--- config.mk ---
export PLATFORM = sky130hd
export DESIGN_NAME = dac_trig_sched
export DESIGN_NICKNAME = d
export VERILOG_FILES = /design/src/rtl/dac_trig_sched.sv
export SDC_FILE = /design/constraint.sdc
export NUM_CORES = 1
export LEC_CHECK = 0
export BUFFER_PORTS_ARGS = -buffer_cell sky130_fd_sc_hd__buf_2
export CAP_MARGIN = 20
export CORE_UTILIZATION = 35
export CTS_CLUSTER_DIAMETER = 150
export DETAILED_ROUTE_END_ITERATION = 8
export GPL_ROUTABILITY_DRIVEN = 0
export MAX_ROUTING_LAYER = met4
export PLACE_DENSITY_LB_ADDON = 0.3
export SETUP_SLACK_MARGIN = 0.05
export SLEW_MARGIN = 20
export SYNTH_ARGS = -nofsm -noshare
export SYNTH_HDL_FRONTEND = slang
export SYNTH_SLANG_ARGS = --single-unit
--- constraint.sdc ---
create_clock -name clk -period 4.65 [get_ports clk]
set_input_delay 0.465 -clock clk [delete_from_list [all_inputs] [get_ports clk]]
set_output_delay 0.465 -clock clk [all_outputs]
set_load 0.01 [all_outputs]
--- src/rtl/dac_trig_sched.sv ---
// Multi-channel DAC trigger scheduler.
// On start, latches a shot program and issues shot_count trigger pulses of
// width W = max(trig_width,1) to every enabled channel, rising edges P apart
// (P = max(shot_period, W+1)). It then waits for the enabled channels'
// busy (loopback_valid) to drop before pulsing done.
// Ports:
//   clk, rst        : clock, asynchronous active-low reset
//   start, abort    : single-cycle commands (abort wins, start only in IDLE)
//   shot_count      : pulses per run        (latched at start)
//   shot_period     : cycles between rises  (latched at start)
//   trig_width      : trigger high time     (latched at start)
//   ch_enable       : channel mask          (latched at start)
//   ch_busy         : per-channel busy from the channel controllers
//   trigger_out     : per-channel trigger
//   busy            : any state but IDLE
//   shot_idx        : rising edges issued in current/last run
//   done, aborted   : one-cycle completion / abort pulses
//   overrun         : sticky, enabled channel busy at a later trigger rise
module dac_trig_sched #(
    parameter int unsigned NUM_CH = 8,
    parameter int unsigned CNT_W  = 32,
    parameter int unsigned WID_W  = 16
) (
    input  logic              clk,
    input  logic              rst,
    input  logic              start,
    input  logic              abort,
    input  logic [CNT_W-1:0]  shot_count,
    input  logic [CNT_W-1:0]  shot_period,
    input  logic [WID_W-1:0]  trig_width,
    input  logic [NUM_CH-1:0] ch_enable,
    input  logic [NUM_CH-1:0] ch_busy,
    output logic [NUM_CH-1:0] trigger_out,
    output logic              busy,
    output logic [CNT_W-1:0]  shot_idx,
    output logic              done,
    output logic              aborted,
    output logic              overrun
);

    typedef enum logic [2:0] {
        S_IDLE,
        S_PULSE,
        S_GAP,
        S_DRAIN,
        S_DONE
    } state_t;

    state_t            state;
    logic [CNT_W-1:0]  cnt_lat;
    logic [CNT_W-1:0]  p_lat;
    logic [CNT_W-1:0]  w_lat;
    logic [CNT_W-1:0]  pc;
    logic [NUM_CH-1:0] en_lat;
    logic              first_cyc;

    logic [CNT_W-1:0]  w_eff;
    logic [CNT_W-1:0]  p_eff;

    // Effective width and period from the live inputs; only used at latch time
    always_comb begin
        w_eff = (trig_width == '0) ? CNT_W'(1) : CNT_W'(trig_width);
        p_eff = (shot_period > w_eff) ? shot_period : (w_eff + CNT_W'(1));
    end

    // Scheduler FSM. pc loads P-1 at each rising edge and counts down once per
    // cycle, so the pulse ends when pc == P-W and the next rise follows pc == 0.
    always_ff @(posedge clk or negedge rst) begin
        if (!rst) begin
            state       <= S_IDLE;
            cnt_lat     <= '0;
            p_lat       <= '0;
            w_lat       <= '0;
            pc          <= '0;
            en_lat      <= '0;
            first_cyc   <= 1'b0;
            trigger_out <= '0;
            busy        <= 1'b0;
            shot_idx    <= '0;
            done        <= 1'b0;
            aborted     <= 1'b0;
            overrun     <= 1'b0;
        end else begin
            done    <= 1'b0;
            aborted <= 1'b0;
            if (state != S_IDLE && abort) begin
                state       <= S_IDLE;
                trigger_out <= '0;
                busy        <= 1'b0;
                aborted     <= 1'b1;
                first_cyc   <= 1'b0;
            end else begin
                case (state)
                    S_IDLE: begin
                        if (start && !abort) begin
                            cnt_lat  <= shot_count;
                            p_lat    <= p_eff;
                            w_lat    <= w_eff;
                            en_lat   <= ch_enable;
                            shot_idx <= '0;
                            overrun  <= 1'b0;
                            busy     <= 1'b1;
                            if (shot_count == '0) begin
                                state <= S_DONE;
                                done  <= 1'b1;
                            end else begin
                                state       <= S_PULSE;
                                trigger_out <= ch_enable;
                                pc          <= p_eff - CNT_W'(1);
                                first_cyc   <= 1'b1;
                            end
                        end
                    end
                    S_PULSE: begin
                        first_cyc <= 1'b0;
                        pc        <= pc - CNT_W'(1);
                        // Shot bookkeeping on the first high cycle of each shot
                        if (first_cyc) begin
                            if (shot_idx != cnt_lat) begin
                                shot_idx <= shot_idx + CNT_W'(1);
                            end
                            if (shot_idx != '0 && (ch_busy & en_lat) != '0) begin
                                overrun <= 1'b1;
                            end
                        end
                        if (pc == (p_lat - w_lat)) begin
                            state       <= S_GAP;
                            trigger_out <= '0;
                        end
                    end
                    S_GAP: begin
                        if (pc == '0) begin
                            if (shot_idx == cnt_lat) begin
                                state <= S_DRAIN;
                            end else begin
                                state       <= S_PULSE;
                                trigger_out <= en_lat;
                                pc          <= p_lat - CNT_W'(1);
                                first_cyc   <= 1'b1;
                            end
                        end else begin
                            pc <= pc - CNT_W'(1);
                        end
                    end
                    // Trigger stays low so the channels can re-arm
                    S_DRAIN: begin
                        if ((ch_busy & en_lat) == '0) begin
                            state <= S_DONE;
                            done  <= 1'b1;
                        end
                    end
                    S_DONE: begin
                        state <= S_IDLE;
                        busy  <= 1'b0;
                    end
                    default: begin
                        state <= S_IDLE;
                    end
                endcase
            end
        end
    end

endmodule

==> run metrics, run 1 <==
vias per cell 5.69; CP endpoint kind flip-flop; final core area utilization 42.8%; number of global-route vias before repair 12.3k; Die Area 0.0366 mm2; Final period util 95.3%; PwrDens about 600 mW/mm2; area of the multi-input gates 0.00798 mm2; Root Driver clkbuf_16; Die X 191 um; Syn Inst Count about 1.6k; leakage power 6.54 nW; Worst-Skew Late Latency 0.45 ns; Hold Fails Final Rpt 0; top cells by area in the synthesized netlist dfrtp_1 33%, nand2_1 8.6%, xnor2_1 6.0%; Post-DP Area 0.0142 mm2; Post-Syn Area 0.0125 mm2; std cell rows 68; area grow syn2layout 19.1%; via count approximately 13k; max cap viols 0; TritonCTS Buffers 17; IO Port Bufs 143; initial antenna violation count 2; Cells after DPL 2179; CORE AREA 0.0349 mm2; CP startpoint kind primary input; largest net degree at the start of global routing 92; final max-slew violation count 0; Worst EP required 4.98 ns; Die Height between 150 and 200 um; Reg clk slew, reported paths 0.08 ns; critical path type in -> reg; Final Non-Filler Cells 2221; minimum clock period 4.43 ns; H-tree lvl count 4; asr flop ratio synth 100%; worst slew pin tran 1.04 ns; R2R Path Start p_lat[0]; drc violations 0; Routed WL 42700 um; Peak VDD IR 247 uV; clk buf depth 2; final setup violation count 0; Critical Path AT 4.76 ns; Synth cell types 73; wire length of the first global-routing pass 68300 um; share of the synthesized area in the top cell type 33.5%; R2R setup slack 0.28 ns; worst hold path class in -> async; CTS tree built; drt first pass iters 5; Reg2Reg Depth 13; RSZ-0062 raised after global routing true; layout cells sized above 1 approximately 18%; register area 0.00420 mm2; outcome finished, final reports clean; Routed WL per cell 19.2 um; Yosys warning total 0; fillers 3559; Syn Area/Cell 7.91 um2; relative slew slack 30.3%; num ports approximately 140; Seq/Total Area, Yosys 33.5%; worst flop-to-flop path endpoint trigger_out[4]; Setup Skew 0.0219 ns; Total GRT Usage around a quarter; main flop type after synthesis dfrtp_1; GRT Residual Overflow 0; Synth area leader dfrtp_1; Detailed Place HPWL ~32000 um; Finished Cell Area 0.0149 mm2; Post-synth EDFFs 0; Final nets 1889; setup TNS 0 ns; ANT nets after route 0; 1st-iter DRT viols 1017; FF+latch count, synth 168; count leader, synth nand2_1; Post-Syn Nets 1725; Crit Path Max Fanout 6; Post-synth top cells 289 x nand2_1, 168 x dfrtp_1, 127 x o21ai_0, 120 x nor2_1, 86 x xnor2_1; fmax around 230 MHz; Starting Density 36.0%; CTS sink count 168
state kept, by name (all words and copies together), names as in the netlist:
signal / count
cnt_lat: 32
p_lat: 32
pc: 32
shot_idx: 32
w_lat: 16
en_lat: 8
trigger_out: 8
state: 3
aborted: 1
busy: 1
done: 1
first_cyc: 1
overrun: 1
report_power, final:
part	internal, mW	total (mW)	switching [mW]
sequential	2.02	2.77	0.748
clock	0.724	1.45	0.723
combinational	1.92	4.81	2.89
kinds of logic after synthesis:
family / after synthesis / share of synthesized area (%)
xor+xnor: 164 / 11.4
fa+ha+maj: 38 / 3.85
flops: 168 / 33.5
simple gates: 685 / 26.3
compound gates: 372 / 18.8
mux: 23 / 1.93
buf+inv: 137 / 4.24
timing repair:
action | in CTS | in global routing
resized for setup | 0 | 9
setup buffers | 0 | 7
hold buffers | 0 | 0
endpoints found under the setup margin | 0 | 17
worst max-delay path, cell delays in order:
cell      delay [ns]
buf_2           0.10
or4_4           0.52
or4_4           0.43
or3_1           0.36
or3_4           0.38
or3_4           0.41
nor2_4          0.20
mux2i_2         0.25
ha_2            0.23
buf_4           0.11
o21ai_2         0.05
o21bai_4        0.20
nor2_4          0.14
nand4_4         0.19
buf_4           0.23
a21oi_4         0.11
a211oi_1        0.08
a211o_1         0.28
metal layers:
layer	GRT usage, %	share of wire, %	vias to the layer above
met5	-	0	-
met4	10.5	3.7	0
met3	3.73	6.5	100
met2	39.4	47	470
met1	30.8	42	6073
li1	-	-	5987
final cells by class:
class,count,area share [%]
inverter,55,1.38
clock buffer,17,2.85
sequential,168,28.1
multi-input combinational,1282,53.4
antenna,2,0.0335
tap,455,3.81
clock inverter,15,1.18
timing repair buffer,227,9.22
worst max path at each step:
stage / endpoint / slack, ns / startpoint / cells past startpoint
2_1_floorplan: pc[30] / -0.17 / shot_period[20] / 17
3_3_place_gp: pc[30] / -0.12 / shot_period[20] / 16
3_5_place_dp: pc[30] / -0.24 / trig_width[11] / 23
4_1_cts: trigger_out[2] / 0.06 / p_lat[0] / 13
5_1_grt: pc[24] / 0.01 / trig_width[11] / 25
6_report: pc[24] / 0.22 / shot_period[20] / 18
metrics by stage:
stage	setup slack [ns]	hold slack, ns	power (mW)
after floorplan	-0.166	0.169	5.89
after global placement	-0.122	0.475	7.38
after detailed placement	-0.235	0.483	7.47
after CTS	0.0616	0.133	8.95
after global routing	0.0133	0.151	9.68
final	0.221	0.0625	9.03
cell usage in the layout, fill, tap and decap left out, types with 9 or more instances in the layout:
cell and instances:
o22ai_1 9, xor2_1 78, buf_4 82, or4_1 18, clkbuf_16 17, dfrtp_1 168
nand4_1 21, ha_1 35, nor3_1 40, xnor2_1 86, a21oi_1 82, mux2i_1 12
nand2b_1 10, o21ai_0 124, a21o_1 12, a22oi_1 24, nand2_1 288, o211ai_1 11
buf_2 142, o221ai_1 13, mux2_2 10, nand3_1 33, nor4_1 43, inv_1 54
and2_1 10, or3_1 40, nor2b_1 10, nor2_1 119
No activity file was read; power rests on OpenSTA's default activity.
==> inputs of run 2 (changes only) <==
--- a/config.mk
+++ b/config.mk
@@ -7,6 +7,7 @@
 export LEC_CHECK = 0
 export BUFFER_PORTS_ARGS = -buffer_cell sky130_fd_sc_hd__buf_2
 export CAP_MARGIN = 20
+export CORE_ASPECT_RATIO = 1.25
 export CORE_UTILIZATION = 35
 export CTS_CLUSTER_DIAMETER = 150
 export DETAILED_ROUTE_END_ITERATION = 8
==> run 2 against run 1 <==
Sequential power barely moved. Cell area rose by 0.24%. Global-route usage rose by 1.1 points. Non-clock buffer count rose by 1. Sequential share of layout area fell by 0.068 points. Worst setup slack improved by 0.056 ns. Utilization fell by 0.47 points. Wire length rose by 3.9%. Fmax rose by 1.3%. First-iteration DRC count rose by 9.5%. Critical path type unchanged. Highest routed layer unchanged.
==> run metrics, run 2 (synthesized netlist as in run 1, its figures left out) <==
CP dominant cell by count o21a_1; H-tree lvl count 4 (unchanged); std cell rows 77 (+13%); Routed WL per cell 19.8 um (+3.1%); Root Driver clkbuf_16; worst hold path class in -> async; RSZ-0062 raised after global routing false; number of global-route vias before repair 12.5k (+1.6%); minimum clock period 4.37 ns (-0.0565 ns); Finished Cell Area 0.0150 mm2 (+0.24%); IO Port Bufs 143 (unchanged); CTS tree built; Post-Place Setup Slack -0.218 ns (+0.0167 ns); num ports 144 (unchanged); Final period util 94.0% (-1.2 points); Final nets 1890 (+0.053%); final max-slew violation count 0 (unchanged); TritonCTS Buffers 17 (unchanged); leakage power 6.55 nW (+0.18%); CTS sink count 168 (unchanged); crit path buf inv count 4 (+1); wire length of the first global-routing pass 69800 um (+2.3%); hold-fix buffers at CTS 0 (unchanged); drt first pass iters 5 (unchanged); Crit Path Max Fanout 3 (-3); Crit path max-delay family simple AND/OR/NAND/NOR gates; final worst slack 0.277 ns (+0.0565 ns); Hold Fails Final Rpt 0 (unchanged); PwrDens 612 mW/mm2 (+1.3%); CP max stage cell or4_4; max cap viols 0 (unchanged); Reg clk slew, reported paths 0.07 ns (about the same); GRT Residual Overflow 0 (unchanged); CORE AREA 0.0354 mm2 (+1.4%); Worst EP required 4.96 ns (-0.02 ns); worst slew pin tran 1.08 ns (+0.0445 ns); final setup violation count 0 (unchanged); clk buf depth 2 (unchanged); critical path type in -> reg; 1st-iter DRT viols 1114 (+9.5%); Tot Pwr 9.17 mW (+1.5%); vias per cell 5.64 (-0.76%); ANT nets after route 0 (unchanged); Peak VDD IR 378 uV (+53%); CP endpoint kind flip-flop; largest net degree at the start of global routing 100 (+8.7%); Die X 171 um (-10%); Cells after DPL 2205 (+1.2%); critical-path cell list buf_2, nor4_4, buf_4, nand4_1, or3_1, nor2b_1, inv_1, ha_1, nor2b_1, o21a_1, o21a_1, o21a_1, o31a_1, nor2_4, mux2i_2, ha_2, nand2_1, buf_4, or4_4, nor3_2, xnor2_1, nor2_1, a21oi_1, o221ai_1; Post-DP Area 0.0143 mm2 (+0.41%); Die Height 214 um (+12%); fmax 229 MHz (+1.3%); relative slew slack 28.0% (-2.3 points); Detailed Place HPWL 33900 um (+4.5%); initial antenna violation count 1 (-1); CP startpoint kind primary input; Starting Density 35.5% (-0.48 points); Setup Skew 0.0223 ns (+0.000390 ns); area grow syn2layout 19.4%; outcome finished, final reports clean; Worst-Skew Late Latency 0.45 ns (about the same); commonest cells after routing, fill and taps aside 289 x nand2_1, 168 x dfrtp_1, 142 x buf_2; Final Non-Filler Cells 2240 (+0.86%); layout cells sized above 1 17.4% (-0.24 points); Total GRT Usage 25.7% (+1.1 points); via count 12.6k (+0.087%); Critical Path AT 4.68 ns (-0.08 ns); final core area utilization 42.4% (-0.47 points); Die Area 0.0366 mm2 (about the same); drc violations 0 (unchanged); CP max stage delay 0.45 ns (-0.07 ns); Routed WL 44400 um (+3.9%); commonest non-fill, non-tap cell in the layout nand2_1
==> run 2: worst paths after layout <==
kind                                 from             end  slack [ns]  depth (start not counted)
min in group clk           shot_count[15]     cnt_lat[15]        0.24                          3
max in group asynchronous             rst       p_lat[15]        3.39                          2
hold / removal                        rst       en_lat[5]        0.09                          1
hold reg to reg               cnt_lat[13]     cnt_lat[13]        0.49                          2
setup reg to reg                 p_lat[0]  trigger_out[4]        0.33                         13
setup / recovery           trig_width[14]          pc[10]        0.28                         24
==> run 2: where the power goes <==
part	switching (mW)	leakage [nW]	internal [mW]	total, mW
logic	2.96	4.13	1.94	4.91
registers	0.720	2.13	2.03	2.74
clock network	0.639	0.294	0.881	1.52
total	4.32	6.55	4.85	9.17
==> run 2: final cells by class <==
cell class | count | area, um2
fillers | 3603 | 20400
clock inverters | 12 | 161
inverters | 55 | 206
clock buffers | 20 | 457
repair buffers | 228 | 1370
diodes | 1 | 2.50
flip-flops and latches | 168 | 4200
well taps | 474 | 593
multi-input cells | 1282 | 7980
==> run 2: layer usage <==
| layer | GRT usage, % | vias up | wire, um |
|---|---|---|---|
| li1 | - | 6001 | - |
| met1 | 29.2 | 6025 | 17500 |
| met2 | 44.0 | 477 | 22200 |
| met3 | 3.08 | 138 | 2210 |
| met4 | 14.1 | 0 | 2470 |
| met5 | - | - | 0 |
==> run 2: per-stage QoR <==
step,hold WS (ns),setup TNS (ns)
global placement,0.476,-0.655
CTS,0.137,0
floorplan,0.169,-1.01
finish,0.0907,0
global route,0.147,0
detailed placement,0.478,-1.58
==> run 2: repair_timing <==
| action | CTS | global route |
|---|---|---|
| setup endpoints to repair | 0 | 16 |
| setup buffers | 0 | 2 |
| resized for setup | 0 | 8 |
==> inputs of run 3 (changes only) <==
--- a/config.mk
+++ b/config.mk
@@ -14,7 +14,7 @@
 export GPL_ROUTABILITY_DRIVEN = 0
 export MAX_ROUTING_LAYER = met4
 export PLACE_DENSITY_LB_ADDON = 0.3
-export SETUP_SLACK_MARGIN = 0.05
+export SETUP_SLACK_MARGIN = 0.5
 export SLEW_MARGIN = 20
 export SYNTH_ARGS = -nofsm -noshare
 export SYNTH_HDL_FRONTEND = slang
==> run 3 against run 2 <==
Wire length up 0.33%. Utilization up 0.92 points. Global-route usage down 0.18 points. Register-to-register slack better by 0.29 ns. Critical path depth unchanged. First-iteration DRC count down 20%. Cell count up 0.94%. Worst hold slack worse by 0.029 ns. Critical endpoint unchanged. Die area unchanged. Largest power group unchanged. Flip-flop and latch count unchanged. Worst setup slack better by 0.010 ns. Highest routed layer unchanged. Combinational power up 3%.
==> run metrics, run 3 (synthesized netlist as in run 1, its figures left out) <==
relative slew slack 42.4% (+14 points); layout cells sized above 1 19.4% (+2.0 points); number of global-route vias before repair 12.4k (-0.93%); CORE AREA 0.0354 mm2 (unchanged); Die Height 214 um (unchanged); final max-slew violation count 0 (unchanged); Starting Density 35.5% (unchanged); largest net degree at the start of global routing 102 (+2.0%); commonest cells after routing, fill and taps aside 288 x nand2_1, 168 x dfrtp_1, 138 x buf_2; drt first pass iters 7 (+2); Detailed Place HPWL 33900 um (about the same); Die X 171 um (unchanged); PwrDens 597 mW/mm2 (-2.6%); max cap viols 0 (unchanged); area grow syn2layout 22.0%; GRT Residual Overflow 0 (unchanged); final setup violation count 0 (unchanged); clk buf depth 2 (unchanged); R2R setup slack 0.62 ns (+0.29 ns); RSZ-0062 raised after global routing true; Peak VDD IR 316 uV (-17%); CP startpoint kind primary input; Post-DP Area 0.0143 mm2 (+0.28%); drc violations 0 (unchanged); fmax 229 MHz (+0.23%); num ports 144 (unchanged); worst flop-to-flop path endpoint trigger_out[4]; Crit Path Max Fanout 4 (+1); hold-fix buffers at CTS 0 (unchanged); vias per cell 5.70 (+0.94%); CP max stage delay 0.46 ns (about the same); CP max stage cell or4_4; Critical Path AT 4.67 ns (about the same); worst slew pin tran 0.855 ns (-0.225 ns); worst hold path class in -> async; R2R Path Start w_lat[0]; Reg2Reg Depth 13 (unchanged); ANT nets after route 0 (unchanged); Die Area 0.0366 mm2 (unchanged); Root Driver clkbuf_16; Final period util 93.8% (-0.22 points); 1st-iter DRT viols 891 (-20%); CTS sink count 168 (unchanged); via count 12.9k (+1.9%); Hold Fails Final Rpt 0 (unchanged); critical-path cell list buf_2, nor4_2, buf_4, nand4_1, or3_4, nor2b_4, inv_2, ha_4, nor2b_2, o21a_1, o21a_1, o21a_1, o31a_1, nor2_4, mux2i_4, ha_4, nand2_4, buf_4, or4_4, nor3_2, xnor2_1, nor2_1, a21oi_1, o221ai_1; CTS tree built; Final nets 1911 (+1.1%); Reg clk slew, reported paths 0.07 ns (about the same); H-tree lvl count 4 (unchanged); Crit path max-delay family simple AND/OR/NAND/NOR gates; Setup Skew 0.0145 ns (-0.00779 ns); minimum clock period 4.36 ns (-0.0101 ns); commonest non-fill, non-tap cell in the layout nand2_1; Routed WL 44500 um (+0.33%); Worst EP required 4.96 ns (about the same); leakage power 6.70 nW (+2.3%); outcome finished, final reports clean; IO Port Bufs 143 (unchanged); Total GRT Usage 25.5% (-0.18 points); CP endpoint kind flip-flop; TritonCTS Buffers 17 (unchanged); Worst-Skew Late Latency 0.44 ns (about the same); initial antenna violation count 1 (unchanged); critical path type in -> reg; wire length of the first global-routing pass 69600 um (-0.28%); crit path buf inv count 4 (unchanged); CP dominant cell by count o21a_1; hold_ws 0.0616 ns (-0.0291 ns); Finished Cell Area 0.0153 mm2 (+2.2%); Routed WL per cell 19.7 um (-0.60%); std cell rows 77 (unchanged)
[run 3: changes by cell type in the layout (fill, tap and decap cells not counted), moves of 3 or more]
cell       before  now
bufinv_16       3    0
buf_2         142  138
o21ai_0       123  117
buf_4          84   92
buf_6           1   16
o21ai_1         5    9
[run 3: area by class of cell]
type / count / area [um2]
clock inverters: 12 / 91.3
fillers: 3557 / 20100
clock buffers: 20 / 447
well taps: 474 / 593
diodes: 1 / 2.50
flip-flops and latches: 168 / 4200
multi-input cells: 1282 / 8140
inverters: 55 / 206
repair buffers: 249 / 1620
[run 3: power breakdown]
group / internal (mW) / switching [mW] / total (mW)
clock network: 0.704 / 0.634 / 1.34
logic: 2.00 / 3.05 / 5.05
registers: 2.03 / 0.722 / 2.75
total: 4.73 / 4.40 / 9.13
[run 3: metrics by stage]
stage	setup TNS (ns)	total power, mW	setup WS (ns)	utilization [%]	instances
floorplan	-1.01	5.89	-0.166	-	1587
global placement	-0.476	7.47	-0.123	40.5	2207
detailed placement	-0.970	7.54	-0.177	40.5	2207
CTS	0	8.95	0.335	42.5	2251
global route	0	9.76	0.0790	43.3	2261
finish	0	9.13	0.287	43.3	2261
[run 3: how the worst max path moves through the flow]
stage | from | end | depth (start not counted)
after detailed placement | shot_period[20] | pc[30] | 16
after CTS | shot_period[20] | pc[22] | 17
after global routing | trig_width[11] | pc[12] | 24
after global placement | trig_width[12] | pc[22] | 23
after floorplan | shot_period[20] | pc[30] | 17
final | trig_width[11] | pc[10] | 24
[run 3: per-layer routing]
metal  up-vias  GRT usage [%]  part of all wire, %
met5         -              -                    0
met4         0           12.5                  5.1
met3       137           2.88                  5.5
met2       584           43.9                   51
met1      6125           29.4                   38
li1       6034              -                    -
[run 3: timing repair]
action,in CTS,in global routing
pin swaps,5,16
gates resized for setup,14,50
endpoints found under the setup margin,19,22
setup buffers,12,9
hold endpoints to repair,0,0
